==> src/rtl/alu_issue_decoder.sv <==
// RV32I ALU-class issue decoder: decodes an instruction word into ALU controls
// and buffers the results in a small in-order FIFO ahead of the execute stage.
module alu_issue_decoder #(
  parameter int DEPTH = 2
) (
  input  logic        clk,
  input  logic        rst_n,
  input  logic [31:0] instr,
  input  logic        in_valid,
  output logic        in_ready,
  output logic [3:0]  alu_select,
  output logic        use_imm,
  output logic [31:0] imm,
  output logic [4:0]  rs1,
  output logic [4:0]  rs2,
  output logic [4:0]  rd,
  output logic        illegal,
  output logic        out_valid,
  input  logic        out_ready
);

  // Handshake: a transfer happens on a rising edge where valid and ready are both
  // high; in_ready depends only on registered occupancy, never on out_ready.

  localparam int PW = (DEPTH > 1) ? $clog2(DEPTH) : 1;
  localparam int CW = $clog2(DEPTH) + 1;

  localparam logic [6:0] OPC_OP     = 7'b0110011;
  localparam logic [6:0] OPC_OP_IMM = 7'b0010011;
  localparam logic [6:0] OPC_LUI    = 7'b0110111;
  localparam logic [6:0] OPC_LOAD   = 7'b0000011;
  localparam logic [6:0] OPC_STORE  = 7'b0100011;
  localparam logic [6:0] F7_ZERO    = 7'b0000000;
  localparam logic [6:0] F7_ALT     = 7'b0100000;

  localparam logic [3:0] ALU_ADD  = 4'd0;
  localparam logic [3:0] ALU_SUB  = 4'd1;
  localparam logic [3:0] ALU_SLL  = 4'd2;
  localparam logic [3:0] ALU_SLT  = 4'd3;
  localparam logic [3:0] ALU_SLTU = 4'd4;
  localparam logic [3:0] ALU_XOR  = 4'd5;
  localparam logic [3:0] ALU_SRL  = 4'd6;
  localparam logic [3:0] ALU_SRA  = 4'd7;
  localparam logic [3:0] ALU_OR   = 4'd8;
  localparam logic [3:0] ALU_AND  = 4'd9;

  typedef struct packed {
    logic [3:0]  alu_select;
    logic        use_imm;
    logic [31:0] imm;
    logic [4:0]  rs1;
    logic [4:0]  rs2;
    logic [4:0]  rd;
    logic        illegal;
  } entry_t;

  entry_t          dec;
  entry_t          head;
  entry_t          mem_q [DEPTH];
  logic [PW-1:0]   wr_ptr_q, wr_ptr_d, rd_ptr_q, rd_ptr_d;
  logic [CW-1:0]   count_q, count_d;
  logic            push, pop;
  logic [6:0]      opcode, funct7;
  logic [2:0]      funct3;
  logic [3:0]      base_op;

  assign opcode = instr[6:0];
  assign funct3 = instr[14:12];
  assign funct7 = instr[31:25];

  // Operation selected by funct3 when funct7 is all zeros.
  always_comb begin
    base_op = ALU_ADD;
    case (funct3)
      3'b000:  base_op = ALU_ADD;
      3'b001:  base_op = ALU_SLL;
      3'b010:  base_op = ALU_SLT;
      3'b011:  base_op = ALU_SLTU;
      3'b100:  base_op = ALU_XOR;
      3'b101:  base_op = ALU_SRL;
      3'b110:  base_op = ALU_OR;
      default: base_op = ALU_AND;
    endcase
  end

  // Illegal encodings leave alu_select at ADD because it is only set on legal paths.
  always_comb begin
    dec     = '0;
    dec.rs1 = instr[19:15];
    dec.rs2 = instr[24:20];
    dec.rd  = instr[11:7];
    case (opcode)
      OPC_OP: begin
        if (funct7 == F7_ZERO)                         dec.alu_select = base_op;
        else if (funct7 == F7_ALT && funct3 == 3'b000) dec.alu_select = ALU_SUB;
        else if (funct7 == F7_ALT && funct3 == 3'b101) dec.alu_select = ALU_SRA;
        else                                           dec.illegal    = 1'b1;
      end
      OPC_OP_IMM: begin
        dec.use_imm = 1'b1;
        dec.rs2     = '0;
        if (funct3 == 3'b001 || funct3 == 3'b101) begin
          dec.imm = {27'b0, instr[24:20]};
          if (funct7 == F7_ZERO)                         dec.alu_select = base_op;
          else if (funct7 == F7_ALT && funct3 == 3'b101) dec.alu_select = ALU_SRA;
          else                                           dec.illegal    = 1'b1;
        end else begin
          dec.imm        = {{20{instr[31]}}, instr[31:20]};
          dec.alu_select = base_op;
        end
      end
      OPC_LUI: begin
        dec.use_imm = 1'b1;
        dec.rs1     = '0;
        dec.rs2     = '0;
        dec.imm     = {instr[31:12], 12'b0};
      end
      OPC_LOAD: begin
        dec.use_imm = 1'b1;
        dec.rs2     = '0;
        dec.imm     = {{20{instr[31]}}, instr[31:20]};
      end
      OPC_STORE: begin
        dec.use_imm = 1'b1;
        dec.rd      = '0;
        dec.imm     = {{20{instr[31]}}, instr[31:25], instr[11:7]};
      end
      default: dec.illegal = 1'b1;
    endcase
  end

  assign in_ready  = (count_q < CW'(DEPTH));
  assign out_valid = (count_q != '0);
  assign push      = in_valid && in_ready;
  assign pop       = out_valid && out_ready;

  always_comb begin
    wr_ptr_d = wr_ptr_q;
    rd_ptr_d = rd_ptr_q;
    count_d  = count_q;
    if (push) wr_ptr_d = (wr_ptr_q == PW'(DEPTH - 1)) ? '0 : wr_ptr_q + PW'(1);
    if (pop)  rd_ptr_d = (rd_ptr_q == PW'(DEPTH - 1)) ? '0 : rd_ptr_q + PW'(1);
    case ({push, pop})
      2'b10:   count_d = count_q + CW'(1);
      2'b01:   count_d = count_q - CW'(1);
      default: count_d = count_q;
    endcase
  end

  always_ff @(posedge clk) begin
    if (!rst_n) begin
      wr_ptr_q <= '0;
      rd_ptr_q <= '0;
      count_q  <= '0;
    end else begin
      wr_ptr_q <= wr_ptr_d;
      rd_ptr_q <= rd_ptr_d;
      count_q  <= count_d;
    end
  end

  // Storage needs no reset: the head is masked to zero whenever the buffer is empty.
  always_ff @(posedge clk) begin
    if (push) mem_q[wr_ptr_q] <= dec;
  end

  assign head       = out_valid ? mem_q[rd_ptr_q] : '0;
  assign alu_select = head.alu_select;
  assign use_imm    = head.use_imm;
  assign imm        = head.imm;
  assign rs1        = head.rs1;
  assign rs2        = head.rs2;
  assign rd         = head.rd;
  assign illegal    = head.illegal;

endmodule

==> config.mk <==
export PLATFORM = sky130hd
export DESIGN_NAME = alu_issue_decoder
export DESIGN_NICKNAME = d
export VERILOG_FILES = /design/src/rtl/alu_issue_decoder.sv
export SDC_FILE = /design/constraint.sdc
export NUM_CORES = 1
export LEC_CHECK = 0
export ABC_AREA = 1
export BUFFER_PORTS_ARGS = -buffer_cell sky130_fd_sc_hd__buf_2
export CORE_MARGIN = 1.5
export CORE_UTILIZATION = 30
export CTS_CLUSTER_SIZE = 8
export DETAILED_ROUTE_END_ITERATION = 6
export GPL_TIMING_DRIVEN = 0
export HOLD_SLACK_MARGIN = 0.12
export PLACE_DENSITY_LB_ADDON = 0.08
export RECOVER_POWER = 100
export SYNTH_ARGS = -nofsm -noshare
export SYNTH_HDL_FRONTEND = slang
export SYNTH_SLANG_ARGS = --single-unit
export TNS_END_PERCENT = 20
==> constraint.sdc <==
create_clock -name clk -period 4.2 [get_ports clk]
set_input_delay 0.84 -clock clk [delete_from_list [all_inputs] [get_ports clk]]
set_output_delay 0.84 -clock clk [all_outputs]
set_load 0.02 [all_outputs]
==> results.md, run 1 <==
- 91 I/O pins were placed.
- In this run the mean area of a mapped cell was 10.1 um2.
- In this run the vertical extent of the chip is 131 um.
- Setup violations remaining at the end of the flow were counted as 0.
- Dividing total power by cell area gives a power density of 588 nW/um2.
- The critical path data arrival time is 3.19 ns.
- The number of synthesized register bits is 111.
- The post-CTS setup buffer count is 0.
- Buffers inserted to repair hold after CTS numbered 0.
- The initial antenna violation count is 0.
- The worst slack after detailed placement is 1.68 ns.
- Leaving out fill and tap cells, the most frequent cells in the layout are 174 x sky130_fd_sc_hd__nand2_1, 106 x sky130_fd_sc_hd__edfxtp_1, 73 x sky130_fd_sc_hd__clkbuf_1.
- The via count of the first global-routing pass is 3449.
- The net count of the finished layout is 631.
- The die covers 17200 um2.
- Post-CTS repair changed the size of 0 cells.
- The cell area after layout is 5860 um2.
- The synthesized netlist devotes 7.67% of its cell area to compound gates.
- The number of hold violations in the final report is 0.
- Across the VDD grid, the largest voltage drop is 0.190 mV.
- The floorplan step set the die width to 131 um.
- Relative to the synthesized area, the layout overhead comes to 18.9%.
- Clock tree synthesis inserted a total of 9 buffers.
- Counting the fill cells in the layout gives 1686.
- The number of DRC violations after detailed routing is 0.
- The total wirelength of the detailed-routed design is 13100 um.
- The worst-case clock buffer depth is 2.
- The level count of the clock H-tree is 3.
- The number of antenna-violating nets in the routed design is 0.
- The post-layout minimum cycle time is 3.15 ns.
- The critical path launch point type is an input pin.
- The cell count after synthesis came out at 490.
- The combined area of the multi-input logic cells is 1360 um2.
- Setup repair after global routing left no endpoint under its margin.
- The count of antenna diodes in the layout is 0.
- After detailed routing, the number of vias per cell comes to 4.44.
- The TritonCTS clock tree is yes.
- The worst min-delay path category is reg2reg.
- The first global-routing pass estimated 19600 um of wire.
- The clock latency on the worst-skew pair is 0.35 ns.
- The most common library cell in the layout ignoring fill and taps is sky130_fd_sc_hd__nand2_1.
- The core outline area is 15900 um2.
- The number of cell rows is 46.
- The routed layout has 3619 vias.
- The routed wirelength normalized by instance count is 16.1 um.
- The transition time at the pin with the least slew margin is 2.52 ns.
- The HPWL reported at the end of detailed placement is 9100 um.
- During synthesis, Yosys emitted a total of 0 warnings.
- The worst setup path category is in2reg.
- The data required time of the critical path is 4.24 ns.
- After synthesis, flip-flops and latches occupy 66.6% of the total area.
- Of the cells placed in the final design, the portion with a size suffix greater than 1 is 10.7%.
- For the final database, setup skew stands at 0.00847 ns.
- The tree built by TritonCTS fans out to 111 sinks.
- Timing would allow up to 317 MHz.
- For this configuration, the core starts out at a cell density of 30.9%.
- The combinational family with the most area after synthesis is simple AND/OR/NAND/NOR gates.
- Counting every net in the synthesized netlist gives 527.
- In the final timing run, aggregate negative setup slack is 0 ns.
- The worst pin sits at a relative slew slack of -68.7%.
- The first detailed-routing pass took 4 iterations.
- At the end of routability-driven placement, the weighted congestion stood at 0.773.
- The synthesized-area fraction occupied by and/or/nand/nor cells is 20.1%.
- The clock input transition at the sequential cells of the worst setup and hold paths is 0.08 ns.
- The xor-xnor portion of the synthesized cell area is 0.178%.
- Registers take 3280 um2.
- The share of the clock period used by the worst path is 75.0%.
- The total cell area at the placement stage is 5730 um2.
- The number of DRC markers in iteration 0 is 200.
- The number of maximum-capacitance constraint violations is 2.
- The mapped netlist covers 4930 um2.
- The clock root buffer is sky130_fd_sc_hd__clkbuf_16.
- The number of buffers inserted by port buffering is 90.
- The adder and majority cell fraction of the synthesized area is 0.254%.
- In this run the static leakage power is 2.31 nW.
- The count of unique library cells instantiated by Yosys is 25.
- After layout, the worst setup slack is 1.05 ns.
- The checks that failed: capacitance limit, slew limit.
- The max-slew violation count was 42.
- The flow ran to the end, but the final reports show violations.
- The overall fraction of global-route tracks in use is 15.1%.
- The endpoint class of the critical path is a flop.
- The remaining global-route overflow is 0.
- The multiplexer share of the synthesized area is 0%.
- In this run the worst path has a maximum fanout of 28.
- The largest net degree at the start of global routing is 29.
cell type report:
type | instances | area share (%)
clock buffer | 9 | 3.84
tap | 216 | 4.61
multi-input combinational | 317 | 23.1
timing repair buffer | 93 | 7.64
clock inverter | 7 | 0.662
sequential | 111 | 56.0
buffer | 20 | 1.35
inverter | 42 | 2.71
through the flow:
| stage | total power, W | hold slack, ns | utilization [%] | std cells |
|---|---|---|---|---|
| after floorplan | 0.00224 | 0.425 | - | 490 |
| after global placement | 0.00274 | 0.438 | 35.4 | 796 |
| after detailed placement | 0.00276 | 0.444 | 36.0 | 799 |
| after CTS | 0.00356 | 0.453 | 37.6 | 815 |
| after global routing | 0.00364 | 0.482 | 36.8 | 815 |
| final | 0.00344 | 0.457 | 36.8 | 815 |
Yosys cell counts:
| master | number | area (um2) |
|---|---|---|
| sky130_fd_sc_hd__o21bai_2 | 1 | 11.3 |
| sky130_fd_sc_hd__nand3_2 | 2 | 20.0 |
| sky130_fd_sc_hd__inv_2 | 2 | 7.51 |
| sky130_fd_sc_hd__edfxtp_1 | 106 | 3180 |
| sky130_fd_sc_hd__nand4_1 | 1 | 6.26 |
| sky130_fd_sc_hd__nor3_1 | 3 | 15.0 |
| sky130_fd_sc_hd__o22ai_1 | 5 | 31.3 |
| sky130_fd_sc_hd__ha_1 | 1 | 12.5 |
| sky130_fd_sc_hd__inv_1 | 39 | 146 |
| sky130_fd_sc_hd__buf_6 | 2 | 22.5 |
| sky130_fd_sc_hd__nor2_2 | 3 | 18.8 |
| sky130_fd_sc_hd__nand2_2 | 11 | 68.8 |
| sky130_fd_sc_hd__o21ai_0 | 5 | 25.0 |
| sky130_fd_sc_hd__nor2_1 | 42 | 158 |
| sky130_fd_sc_hd__buf_1 | 1 | 3.75 |
| sky130_fd_sc_hd__clkbuf_1 | 13 | 48.8 |
| sky130_fd_sc_hd__buf_2 | 4 | 20.0 |
| sky130_fd_sc_hd__xor2_1 | 1 | 8.76 |
| sky130_fd_sc_hd__nor3_4 | 1 | 16.3 |
| sky130_fd_sc_hd__nor3b_2 | 1 | 12.5 |
| sky130_fd_sc_hd__a21oi_1 | 62 | 310 |
| sky130_fd_sc_hd__dfxtp_1 | 5 | 100 |
| sky130_fd_sc_hd__clkinv_2 | 1 | 5.00 |
| sky130_fd_sc_hd__nand2_1 | 171 | 642 |
| sky130_fd_sc_hd__nand3_1 | 7 | 35.0 |
kinds of logic (layout without fill, tap and decap cells):
kind of cell / after synthesis / in the layout
simple gates: 242 / 242
fa+ha+maj: 1 / 1
compound gates: 73 / 73
xor+xnor: 1 / 1
buf+inv: 62 / 171
flops: 111 / 111
path summary, 6_finish.rpt:
path / end / startpoint / depth (start not counted) / slack, ns
setup reg to reg: mem_q[1][6] / count_q[1] / 4 / 1.18
hold / removal: rd_ptr_q / rd_ptr_q / 1 / 0.46
setup / recovery: mem_q[1][6] / in_valid / 4 / 1.05
hold reg to reg: rd_ptr_q / rd_ptr_q / 1 / 0.46
power breakdown:
part	internal, W	switching, W	leakage [nW]
combinational	0.000283	0.000934	1.12
clock	0.000398	0.000396	0.127
sequential	0.00139	0.0000390	1.06
worst max-delay path: stages:
cell	delay [ns]
sky130_fd_sc_hd__buf_2	0.09
sky130_fd_sc_hd__nand2_1	0.09
sky130_fd_sc_hd__nor2_1	1.85
sky130_fd_sc_hd__buf_12	0.30
per-layer routing:
metal  wire (um)  global-route usage [%]  vias up
met5           0                       0        -
met4         187                    5.93        0
met2        6050                    23.6       80
met3         471                    3.13       13
met1        6420                    20.5     1691
li1            -                       -     1835
flip-flops by register name, summed over array words and instances, names as in the netlist, named ones only:
name      cells
count_q       2
mem_q       106
rd_ptr_q      1
wr_ptr_q      1
No activity file was read; power rests on OpenSTA's default activity.
==> run 2, diff against run 1 <==
==> constraint.sdc (replaced) <==
create_clock -name clk -period 2.63 [get_ports clk]
set_input_delay 0.526 -clock clk [delete_from_list [all_inputs] [get_ports clk]]
set_output_delay 0.526 -clock clk [all_outputs]
set_load 0.02 [all_outputs]
==> results.md, run 2 (synthesized netlist as in run 1, its figures left out) <==
- The critical path data arrival time is 2.01 ns (-1.18 ns).
- The number of hold buffers added after CTS came to 0 (unchanged).
- The number of DRC violations after detailed routing is 0 (unchanged).
- The setup path with the least slack is of type reg2out.
- The final setup violation count was 0 (unchanged).
- The worst clock skew on the final layout is 0.00914 ns (+0.000668 ns).
- TritonCTS built the clock tree.
- The level count of the clock H-tree came to 3 (unchanged).
- The post-layout utilization of the core was 37.1% (+0.38 points).
- The clock latency on the worst-skew pair is 0.35 ns (about the same).
- The register area is 3280 um2 (unchanged).
- The count of clock tree sinks is 111 (unchanged).
- The total number of nets in the final design is 631 (unchanged).
- The largest driver fanout on the critical path was 10 (-64%).
- The data required time of the critical path is 2.10 ns (-2.14 ns).
- The register bank with the most flops is mem_q.
- The final hold slack is 0.434 ns (-0.0230 ns).
- The transition time at the pin with the least slew margin is 1.58 ns (-0.942 ns).
- The routed wirelength normalized by instance count came to 15.8 um (-1.9%).
- Setup repair after global routing could not meet its margin everywhere.
- The clock input transition at the sequential cells of the worst setup and hold paths is 0.07 ns (about the same).
- The worst slew margin relative to its limit is -5.38% (+63 points).
- The count of antenna diodes in the layout is 0 (unchanged).
- The smallest clock period supported by the final layout is computed as 2.53 ns.
- The floorplan die width is 131 um (unchanged).
- In the layout the commonest cells are 173 x sky130_fd_sc_hd__nand2_1, 106 x sky130_fd_sc_hd__edfxtp_1, 89 x sky130_fd_sc_hd__buf_2.
- The final estimated routing congestion in global placement is 0.798 (+3.3%).
- The initial antenna violation count was 0 (unchanged).
- The fraction of final layout cells with drive strength greater than 1 is 20.9% (+10 points).
- The number of cell rows is 46 (unchanged).
- Traced cell by cell, the critical path runs through buf_2 > inv_2 > clkbuf_1 > nand2_1 > a21oi_1 > buf_2.
- Counting stages on the worst path, the most repeated cell is sky130_fd_sc_hd__buf_2.
- The area enclosed by the die boundary came to 17200 um2 (unchanged).
- The per-cell via count in the routed design is 4.42 (-0.43%).
- The number of DRC markers in iteration 0 is 238 (+19%).
- The largest registers in the layout are mem_q (106), count_q (2).
- The total wirelength of the detailed-routed design is 12900 um (-2.0%).
- The largest net degree at the start of global routing came to 29 (unchanged).
- The overall fraction of global-route tracks in use is 15.5% (+0.37 points).
- The maximum VDD drop was 0.331 mV (+74%).
- The detailed-router iteration count before antenna repair is 4 (unchanged).
- The number of maximum-capacitance constraint violations is 1 (-1).
- The TritonCTS buffer count is 9 (unchanged).
- The number of vias in the routed layout is 3599 (-0.55%).
- The critical path launch point type is a flop.
- The total leakage power is 2.53 nW (+9.6%).
- The number of I/O pins is 91 (unchanged).
- The number of buffers inserted by port buffering was 90 (unchanged).
- The final reports fail on capacitance limit, slew limit.
- Dividing the final minimum period by the clock period gives 96.3%.
- The initial core utilization is 30.9% (unchanged).
- The via count of the first global-routing pass was 3566 (+3.4%).
- The sum of internal, switching and leakage power is 0.00563 W (+63%).
- The endpoint class of the critical path is an output pin.
- The HPWL reported at the end of detailed placement is 8900 um (-2.3%).
- The number of antenna-violating nets in the routed design was 0 (unchanged).
- The area overhead of the layout relative to synthesis is 20.1%.
- The tree is rooted in a sky130_fd_sc_hd__clkbuf_16.
- The areal power density over the cells is 950 nW/um2 (+62%).
- The combined area of the multi-input logic cells came to 1360 um2 (+0.55%).
- The max-slew violation count is 28 (-33%).
- The achievable frequency is 395 MHz.
- The number of filler instances in the final layout is 1691 (+0.30%).
- For this design, the slowest cell found on the critical path is sky130_fd_sc_hd__clkbuf_1.
- The remaining global-route overflow is 0 (unchanged).
- The vertical die dimension is 131 um (unchanged).
- The flow ran to the end, but the final reports show violations.
- The most common library cell in the layout ignoring fill and taps is sky130_fd_sc_hd__nand2_1.
- The wire length of the first global-routing pass came to 20100 um (+2.7%).
- The worst-case clock buffer depth is 2 (unchanged).
- The number of flip-flops in the largest register came to 106 (unchanged).
- The core outline area is 15900 um2 (unchanged).
- The number of hold violations in the final report is 0 (unchanged).
- The worst min-delay path category is in2reg.
- The delay of the slowest critical-path stage is 0.42 ns (-1.43 ns).
## run 2: cell types whose count changed in the layout (fill, tap and decap cells not counted), sizes merged
cell	before	now
buf	40	91
bufinv	0	1
clkbuf	82	34
clkinv	6	2
clkinvlp	2	1
## run 2: what timing repair did
action | 4_1_cts | 5_1_grt
endpoints found under the setup margin | 0 | 19
buffers inserted | 0 | 0
gates resized for setup | 0 | 14
## run 2: layer usage
layer  vias up  wire [um]  GRT usage (%)
met5         -          0              0
met4         0        218           6.12
met3        14        496           3.20
met2        69       6040           24.4
met1      1689       6110           20.8
li1       1827          -              -
## run 2: area by class of cell
type | instances | area share, %
clock buffer | 12 | 3.99
inverter | 42 | 2.68
clock inverter | 3 | 0.719
sequential | 111 | 55.5
timing repair buffer | 93 | 8.07
buffer | 20 | 1.48
multi-input combinational | 317 | 23.0
tap | 216 | 4.56
## run 2: critical path: cells and delay by family, from the launching register on
kind	cells	cell delay, ns
buf+inv	4	1.01
simple gates	1	0.10
compound gates	1	0.22
flops	1	0.31
## run 2: power breakdown
group	internal, W	switching (W)	leakage (nW)
Clock	0.000736	0.000614	0.135
Sequential	0.00222	0.0000645	1.06
Combinational	0.000521	0.00147	1.34
## run 2: final timing paths
| check | start | end | slack [ns] | cells past startpoint |
|---|---|---|---|---|
| max | flop | imm[23] | 0.1 | 6 |
| max reg2reg | count_q[1] | mem_q[1][4] | 0.24 | 4 |
| min reg2reg | rd_ptr_q | rd_ptr_q | 0.46 | 1 |
| min | rst_n | count_q[1] | 0.43 | 3 |
## run 2: per-stage QoR
stage | setup TNS, ns | area (um2) | setup slack, ns | instances
after floorplan | -38.19 | 4930 | -0.720 | 490
after global placement | -187.18 | 5650 | -2.54 | 796
after detailed placement | 0 | 5720 | 0.408 | 799
after CTS | 0 | 6000 | 0.00577 | 814
after global routing | -0.0877 | 5920 | -0.0209 | 814
final | 0 | 5920 | 0.0973 | 814
==> run 3, diff against run 2 <==
--- a/config.mk
+++ b/config.mk
@@ -15,6 +15,7 @@
 export HOLD_SLACK_MARGIN = 0.12
 export PLACE_DENSITY_LB_ADDON = 0.08
 export RECOVER_POWER = 100
+export REMOVE_ABC_BUFFERS = 1
 export SYNTH_ARGS = -nofsm -noshare
 export SYNTH_HDL_FRONTEND = slang
 export SYNTH_SLANG_ARGS = --single-unit
==> results.md, run 3 (synthesized netlist as in run 1, its figures left out) <==
- The final estimated routing congestion in global placement came to 0.746 (-6.5%).
- The via count of the first global-routing pass is 3556 (-0.28%).
- The transition time at the pin with the least slew margin is 1.33 ns (-0.248 ns).
- The initial antenna violation count was 1 (+1).
- The HPWL reported at the end of detailed placement is 7660 um (-14%).
- The total leakage power is 2.34 nW (-7.4%).
- The core outline area is 15900 um2 (unchanged).
- The count of cells along the worst register-to-register path was 4 (unchanged).
- The achievable frequency is 413 MHz (+4.5%).
- The largest net degree at the start of global routing is 54 (+86%).
- The number of vias in the routed layout came to 3567 (-0.89%).
- The worst setup path is launched from a flop.
- The number of flip-flops in the largest register is 106 (unchanged).
- The critical register-to-register path startpoint is count_q[1].
- The post-layout minimum cycle time is 2.42 ns (-0.109 ns).
- The routed wirelength normalized by instance count is 15.4 um (-2.3%).
- The area enclosed by the die boundary is 17200 um2 (unchanged).
- The total wirelength of the detailed-routed design was 12300 um (-4.3%).
- The worst clock skew on the final layout is 0.00768 ns (-0.00145 ns).
- The clock latency on the worst-skew pair is 0.35 ns (about the same).
- The run finished with clean final reports.
- The initial core utilization was 30.9% (unchanged).
- The number of antenna-violating nets in the routed design is 0 (unchanged).
- In the final layout, the registers with the most flip-flops are mem_q (106), count_q (2).
- The max-slew violation count came to 0 (-100%).
- The clock root buffer is sky130_fd_sc_hd__clkbuf_16.
- The level count of the clock H-tree was 3 (unchanged).
- The depth of the worst hold-timing path was 3 (unchanged).
- The number of I/O pins is 91 (unchanged).
- The sum of internal, switching and leakage power came to 0.00565 W (+0.45%).
- The worst setup path category is reg2out.
- The number of buffers inserted by port buffering was 90 (unchanged).
- The number of maximum-capacitance constraint violations came to 0 (-1).
- The cell area after layout is 5870 um2 (-0.87%).
- The register-to-register setup slack is 0.28 ns (+0.04 ns).
- The vertical die dimension came to 131 um (unchanged).
- In the layout the commonest cells are 174 x sky130_fd_sc_hd__nand2_1, 106 x sky130_fd_sc_hd__edfxtp_1, 62 x sky130_fd_sc_hd__a21oi_1.
- The detailed-router iteration count before antenna repair is 4 (unchanged).
- The TritonCTS buffer count is 9 (unchanged).
- The total number of nets in the final design is 612 (-3.0%).
- The worst hold path begins at rst_n.
- The final setup violation count is 0 (unchanged).
- The count of clock tree sinks is 111 (unchanged).
- The end of the worst register-to-register path is mem_q[1][41].
- The data required time of the critical path is 2.10 ns (about the same).
- The post-layout utilization of the core is 36.8% (-0.32 points).
- The largest driver fanout on the critical path was 53 (+43).
- In this run the worst hold path is classified as in2reg.
- The area overhead of the layout relative to synthesis is 19.1%.
- The areal power density over the cells was 963 nW/um2 (+1.3%).
- The hold path endpoint is count_q[1].
- The register bank with the most flops is mem_q.
- The number of hold violations in the final report came to 0 (unchanged).
- The number of DRC markers in iteration 0 is 156 (-34%).
- The worst slew margin relative to its limit is 11.2% (+17 points).
- The fraction of final layout cells with drive strength greater than 1 came to 13.8% (-7.1 points).
- The number of DRC violations after detailed routing was 0 (unchanged).
- The share of the clock period used by the worst path is 92.1% (-4.2 points).
- The endpoint class of the critical path is an output pin.
- The remaining global-route overflow is 0 (unchanged).
- The number of cell rows is 46 (unchanged).
- The floorplan die width came to 131 um (unchanged).
- Setup repair after global routing left no endpoint under its margin.
- The overall fraction of global-route tracks in use is 14.7% (-0.77 points).
- The maximum VDD drop is 0.453 mV (+37%).
- The library cell used most frequently in the layout, excluding fill and tap cells, is sky130_fd_sc_hd__nand2_1.
- The per-cell via count in the routed design was 4.48 (+1.2%).
- The TritonCTS clock tree is yes.
- The critical path data arrival time was 1.90 ns (-0.11 ns).
- The worst-case clock buffer depth came to 2 (unchanged).
- The total cell area at the placement stage came to 5660 um2 (-1.2%).
- The wire length of the first global-routing pass came to 19300 um (-4.3%).
- The number of hold buffers added after CTS is 0 (unchanged).
- The clock input transition at the sequential cells of the worst setup and hold paths was 0.07 ns (about the same).
==> run 3: cell types whose count changed in the layout (fill, tap and decap cells not counted), moves of 2 or more <==
cell	before	now
sky130_fd_sc_hd__buf_2	89	37
sky130_fd_sc_hd__clkbuf_1	16	46
sky130_fd_sc_hd__nor2_4	0	3
sky130_fd_sc_hd__clkinv_2	0	2
sky130_fd_sc_hd__nor2_2	2	0
==> run 3: worst max-delay path, stage by stage, from the launching register on <==
cell,delay [ns]
sky130_fd_sc_hd__dfxtp_4,0.46
sky130_fd_sc_hd__buf_12,0.23
sky130_fd_sc_hd__inv_8,0.29
sky130_fd_sc_hd__nand2_1,0.09
sky130_fd_sc_hd__a21oi_1,0.21
sky130_fd_sc_hd__clkbuf_1,0.26
==> run 3: worst max-delay path by stage <==
stage                     startpoint           end  cells after the start
after floorplan           count_q[1]   mem_q[1][0]                      3
after global placement      in_valid  mem_q[1][43]                      3
after detailed placement        flop        rs2[0]                      5
after CTS                       flop        rs2[0]                      5
after global routing            flop        rs2[1]                      5
final                           flop       imm[23]                      5
==> run 3: metrics by stage <==
stage	setup TNS, ns	hold WS, ns	setup WS, ns	instances
2_1_floorplan	-76.61	0.425	-0.732	470
3_3_place_gp	-369.18	0.439	-2.56	776
3_5_place_dp	-1.98	0.437	-0.140	780
4_1_cts	0	0.425	0.0503	796
5_1_grt	0	0.440	0.0456	796
6_report	0	0.440	0.207	797
==> run 3: routing by layer <==
metal | vias to the layer above | GRT usage (%) | wire (um)
met5 | - | 0 | 0
met3 | 9 | 3.13 | 501
li1 | 1803 | - | -
met4 | 0 | 5.62 | 123
met1 | 1681 | 18.5 | 5660
met2 | 74 | 24.7 | 6020
==> run 3: power by group <==
part / internal (W) / switching, W
clock: 0.000833 / 0.000609
combinational: 0.000457 / 0.00142
sequential: 0.00222 / 0.000112
total: 0.00351 / 0.00214
==> run 3: final cells by class <==
type / count / area [um2]
antenna: 1 / 2.50
clock buffer: 10 / 229
clock inverter: 6 / 82.6
fill: 1653 / 10100
inverter: 42 / 166
multi-input combinational: 317 / 1380
sequential: 111 / 3290
tap: 216 / 270
timing repair buffer: 94 / 449
==> run 3: what timing repair did <==
item | CTS | global route
endpoints found under the setup margin | 53 | 5
setup buffers | 0 | 0
resized for setup | 3 | 2
